### config.mk
export PLATFORM = sky130hd
export DESIGN_NAME = lcd_draw_arbiter
export DESIGN_NICKNAME = d
export VERILOG_FILES = /design/src/rtl/lcd_draw_arbiter.sv
export SDC_FILE = /design/constraint.sdc
export NUM_CORES = 1
export LEC_CHECK = 0
export CAP_MARGIN = 20
export CORE_AREA = 2 2 55 57
export DETAILED_ROUTE_END_ITERATION = 16
export DIE_AREA = 0 0 57 59
export PLACE_DENSITY = 0.83
export SYNTH_ARGS = -nofsm -noshare
export SYNTH_HDL_FRONTEND = slang
export SYNTH_SLANG_ARGS = --single-unit
export TNS_END_PERCENT = 20
### constraint.sdc
create_clock -name sys_clk -period 4.3 [get_ports sys_clk]
set_input_delay 0.645 -clock sys_clk [delete_from_list [all_inputs] [get_ports sys_clk]]
set_output_delay 0.645 -clock sys_clk [all_outputs]
set_load 0.05 [all_outputs]
### src/rtl/lcd_draw_arbiter.sv
// Shares the LCD write driver among init sequencer, picture painter and character painter.
// Optional grant watchdog enabled by defining LCD_ARB_TIMEOUT_EN.
module lcd_draw_arbiter #(
  parameter logic [23:0] TIMEOUT_CYCLES = 24'd12_000_000
) (
  input  logic       sys_clk,
  input  logic       sys_rst_n,
  input  logic       init_done,
  input  logic [8:0] init_data,
  input  logic       en_write_init,
  input  logic       pic_req,
  input  logic [8:0] pic_data,
  input  logic       en_write_pic,
  input  logic       pic_done,
  input  logic       char_req,
  input  logic [8:0] char_data,
  input  logic       en_write_char,
  input  logic       char_done,
  input  logic       wr_done,
  output logic       show_pic_flag,
  output logic       show_char_flag,
  output logic       wr_done_init,
  output logic       wr_done_pic,
  output logic       wr_done_char,
  output logic [8:0] lcd_data,
  output logic       en_write,
  output logic       busy,
  output logic       err
);

  // state  | meaning
  // S_INIT | init sequencer owns the driver, requests only queue
  // S_IDLE | no grant, arbitrate pending requests
  // S_PIC  | picture painter owns the driver
  // S_CHAR | character painter owns the driver
  typedef enum logic [3:0] {
    S_INIT = 4'b0001,
    S_IDLE = 4'b0010,
    S_PIC  = 4'b0100,
    S_CHAR = 4'b1000
  } state_t;

  localparam logic LAST_PIC  = 1'b0;
  localparam logic LAST_CHAR = 1'b1;

  state_t     state_q, state_d;
  logic       pend_pic_q, pend_pic_d;
  logic       pend_char_q, pend_char_d;
  logic       last_q, last_d;
  logic       show_pic_q, show_pic_d;
  logic       show_char_q, show_char_d;
  logic [8:0] lcd_data_q, lcd_data_d;
  logic       en_write_q, en_write_d;
  logic       grant_pic, grant_char;

`ifdef LCD_ARB_TIMEOUT_EN
  logic [23:0] wdog_q, wdog_d;
  logic        err_q, err_d;
`else
  logic        unused_timeout;
  assign unused_timeout = ^TIMEOUT_CYCLES;
`endif

  always_comb begin
    state_d     = state_q;
    last_d      = last_q;
    show_pic_d  = 1'b0;
    show_char_d = 1'b0;
    lcd_data_d  = lcd_data_q;
    en_write_d  = 1'b0;
    grant_pic   = 1'b0;
    grant_char  = 1'b0;

    case (state_q)
      S_INIT: begin
        lcd_data_d = init_data;
        en_write_d = en_write_init;
        if (init_done) state_d = S_IDLE;
      end
      S_IDLE: begin
        // with both pending, the source not served last goes first
        if (pend_pic_q && (!pend_char_q || last_q == LAST_CHAR)) begin
          grant_pic = 1'b1;
        end else if (pend_char_q) begin
          grant_char = 1'b1;
        end
      end
      S_PIC: begin
        lcd_data_d = pic_data;
        en_write_d = en_write_pic;
        if (pic_done) state_d = S_IDLE;
      end
      S_CHAR: begin
        lcd_data_d = char_data;
        en_write_d = en_write_char;
        if (char_done) state_d = S_IDLE;
      end
      default: state_d = S_INIT;
    endcase

    if (grant_pic) begin
      state_d    = S_PIC;
      last_d     = LAST_PIC;
      show_pic_d = 1'b1;
    end else if (grant_char) begin
      state_d     = S_CHAR;
      last_d      = LAST_CHAR;
      show_char_d = 1'b1;
    end

    // set wins over the grant-cycle clear
    pend_pic_d  = (pend_pic_q & ~grant_pic) | pic_req;
    pend_char_d = (pend_char_q & ~grant_char) | char_req;

`ifdef LCD_ARB_TIMEOUT_EN
    wdog_d = wdog_q;
    err_d  = 1'b0;
    if (grant_pic || grant_char) begin
      wdog_d = TIMEOUT_CYCLES - 24'd1;
    end else if (state_q == S_PIC || state_q == S_CHAR) begin
      if (wdog_q == 24'd0) begin
        state_d = S_IDLE;
        err_d   = 1'b1;
      end else begin
        wdog_d = wdog_q - 24'd1;
      end
    end
`endif
  end

  always_ff @(posedge sys_clk) begin
    if (!sys_rst_n) begin
      state_q     <= S_INIT;
      pend_pic_q  <= 1'b0;
      pend_char_q <= 1'b0;
      last_q      <= LAST_PIC;
      show_pic_q  <= 1'b0;
      show_char_q <= 1'b0;
      lcd_data_q  <= 9'd0;
      en_write_q  <= 1'b0;
`ifdef LCD_ARB_TIMEOUT_EN
      wdog_q      <= 24'd0;
      err_q       <= 1'b0;
`endif
    end else begin
      state_q     <= state_d;
      pend_pic_q  <= pend_pic_d;
      pend_char_q <= pend_char_d;
      last_q      <= last_d;
      show_pic_q  <= show_pic_d;
      show_char_q <= show_char_d;
      lcd_data_q  <= lcd_data_d;
      en_write_q  <= en_write_d;
`ifdef LCD_ARB_TIMEOUT_EN
      wdog_q      <= wdog_d;
      err_q       <= err_d;
`endif
    end
  end

  assign show_pic_flag  = show_pic_q;
  assign show_char_flag = show_char_q;
  assign lcd_data       = lcd_data_q;
  assign en_write       = en_write_q;
  assign busy           = (state_q != S_IDLE);
  assign wr_done_init   = wr_done & (state_q == S_INIT);
  assign wr_done_pic    = wr_done & (state_q == S_PIC);
  assign wr_done_char   = wr_done & (state_q == S_CHAR);

`ifdef LCD_ARB_TIMEOUT_EN
  assign err = err_q;
`else
  assign err = 1'b0;
`endif

endmodule
==> flow_metrics.env <==
export IMPL_outcome="finished clean"
export IMPL_dp_final_hpwl_um=2500
export IMPL_fillers=223
export IMPL_start_util=0.436
export IMPL_grt_overflow_total=0
export IMPL_area_growth_pct=42.8
export IMPL_fin_cells=208
export IMPL_worst_r2r_path_depth=3
export IMPL_hold_path_class="register to register"
export IMPL_syn_area_sq_um=1180
export IMPL_gp_congestion=0.882
export IMPL_die_y_um=59
export IMPL_path_class="register to output pin"
export IMPL_drc=0
export IMPL_synthCells=134
export IMPL_ys_seq_elements=19
export IMPL_slew_headroom=0.396
export IMPL_fmaxAchievable_mhz=294
export IMPL_post_cts_setup_buffers=0
export IMPL_grt_max_degree=30
export IMPL_cts_root_buf="clkbuf_4"
export IMPL_synth_cell_types=36
export IMPL_ant_nets=0
export IMPL_yosysTopAreaCellShare=0.322
export IMPL_rsz0062_at_grt="false"
export IMPL_die_area_sq_um=3360
export IMPL_drive_above_1_share=0.0452
export IMPL_cts_repair_resized=0
export IMPL_critPathMaxFanout=17
export IMPL_synth_seq_area_share=0.322
export IMPL_power_density_nw_per_um2=435
export IMPL_fin_crit_sh=0.790
export IMPL_fin_area_sq_um=1690
export IMPL_antenna_cells=0
export IMPL_cts_buffers=3
export IMPL_placed_area_sq_um=1660
export IMPL_wl_per_cell_um=15.7
export IMPL_leakage_nw=0.685
export IMPL_io_pins=55
export IMPL_routed_wl_met3_um=203
export IMPL_clockBufferDepth=2
export IMPL_drtIter0Drc=46
export IMPL_worst_slew_pin_slew_ps=905
export IMPL_fin_crit_ps=3400
export IMPL_clock_skew_ps=3.63
export IMPL_num_vias=1177
export IMPL_first_global_vias=1184
export IMPL_finalSetupViolCount=0
export IMPL_cts_sinks=19
export IMPL_die_w_um=57
export IMPL_yosys_top_cells_area="dfxtp_1, o211a_1, o221ai_1"
export IMPL_highest_layer="met4"
export IMPL_clock_latency_ps=300
export IMPL_hold_depth=1
export IMPL_synthesis_nets=172
export IMPL_wirelength_um=3270
export IMPL_syn_avg_cell_area_sq_um=8.82
export IMPL_required_ps=3650
export IMPL_firstDrtPassIters=4
export IMPL_path_clk_slew_ps=110
export IMPL_cap_violations=0
export IMPL_end_kind="output pin"
export IMPL_htreeDepth=1
export IMPL_cts_tree="done"
export IMPL_drv_slew=0
export IMPL_layout_nets=216
export IMPL_yosys_area_top_type="dfxtp_1"
export IMPL_start_kind="register"
export IMPL_arrival_ps=2750
export IMPL_finalHoldViolations=0
export IMPL_ir_worst_vdd_mv=0.388
export IMPL_antenna_found_initial=0
export IMPL_ys_warn_count=0
export IMPL_final_setup_tns_ps=0
export IMPL_port_buffers=53
export IMPL_grt_util_all_layers=0.205
export IMPL_holdBufCountCts=0
export IMPL_core_area_sq_um=2710
export IMPL_grt_pass1_wl_um=5370
export IMPL_met2_length_um=1700
export IMPL_dp_cells=204
export IMPL_rows=19
export IMPL_vias_per_cell=5.66
export IMPL_wl_met1_um=1340
-- worst max-delay path, stage by stage (launching register included) --
cell             delay [ps]
dfxtp_1                 730
nor3b_2                 660
and3_1                  250
clkdlybuf4s50_1         810
-- worst paths after layout --
path | from | end | slack (ps)
min | lcd_data[1] | lcd_data[1] | 520
max | state_q[2] | wr_done_pic | 900
min reg2reg | lcd_data[1] | lcd_data[1] | 520
max reg2reg | state_q[2] | state_q[0] | 2030
-- sequential cells by signal, indices dropped and copies added, names as in the netlist --
signal          count
state_q             4
en_write            1
lcd_data            9
last_q              1
pend_pic_q          1
pend_char_q         1
show_char_flag      1
show_pic_flag       1
-- cells by family (layout without fill, tap and decap cells) --
logic type	after synthesis	after routing	synth area share
xor+xnor	1	1	0.00741
simple gates	43	43	0.247
other cells	1	1	0.00317
flops	19	19	0.322
buf+inv	19	62	0.0931
compound gates	51	51	0.328
-- metrics by stage --
| step | util | power [W] | hold slack (ps) | worst slack, ps |
|---|---|---|---|---|
| 2_1_floorplan | - | 0.000526 | 499 | 2220 |
| 3_3_place_gp | 0.613 | 0.000633 | 483 | 1360 |
| 3_5_place_dp | 0.613 | 0.000643 | 489 | 1290 |
| 4_1_cts | 0.623 | 0.000736 | 524 | 932 |
| 5_1_grt | 0.623 | 0.000774 | 544 | 726 |
| 6_report | 0.623 | 0.000734 | 518 | 904 |
-- cell type report --
class                   instances  area, sq um  share of cell area
clock buffers                   3         22.5              0.0133
well taps                      31         38.8              0.0230
flip-flops and latches         19          380               0.225
multi-input cells              96          692               0.410
repair buffers                 53          531               0.314
inverters                       5         18.8              0.0111
clock inverters                 1         5.00             0.00297
-- power breakdown --
group          internal, W   total, W  switching (W)
clock network    0.0000347  0.0000934      0.0000587
logic             0.000160   0.000380       0.000220
registers         0.000213   0.000261      0.0000477
-- metal layers --
layer  GRT usage  up-vias
met5           0        -
met4      0.0698        0
met3      0.0262        2
met2       0.351       48
met1       0.268      537
li1            -      590
-- cell usage in the layout, fill, tap and decap left out, types with 2 or more instances in the layout --
cell type        instances
a21oi_1                 12
a22oi_1                 10
and3_1                   3
clkbuf_4                 3
clkdlybuf4s50_1         53
dfxtp_1                 19
inv_1                    5
nand2_1                  6
nand3_1                  4
nor2_1                   7
nor2b_1                  5
o211a_1                  9
o21a_1                   2
o21ai_0                  2
o221ai_1                10
or3b_1                   9
-- Yosys cell counts --
library cell and count:
a21boi_0 1, a21boi_1 1, a21oi_1 12, a22o_1 1
a22oi_1 10, a32oi_1 1, and2_1 1, and3_1 3
and4_1 1, buf_2 4, buf_4 5, buf_6 1
clkbuf_1 2, clkbuf_4 2, conb_1 1, dfxtp_1 19
inv_1 5, nand2_1 6, nand2b_1 1, nand3_1 4
nand3b_1 1, nor2_1 7, nor2b_1 5, nor2b_4 1
nor3b_1 1, nor3b_2 1, nor4b_4 1, o211a_1 9
o21a_1 2, o21ai_0 2, o21ai_1 1, o221ai_1 10
o31ai_2 1, or2b_1 1, or3b_1 9, xor2_1 1
Power figures use the tool's default switching activity.
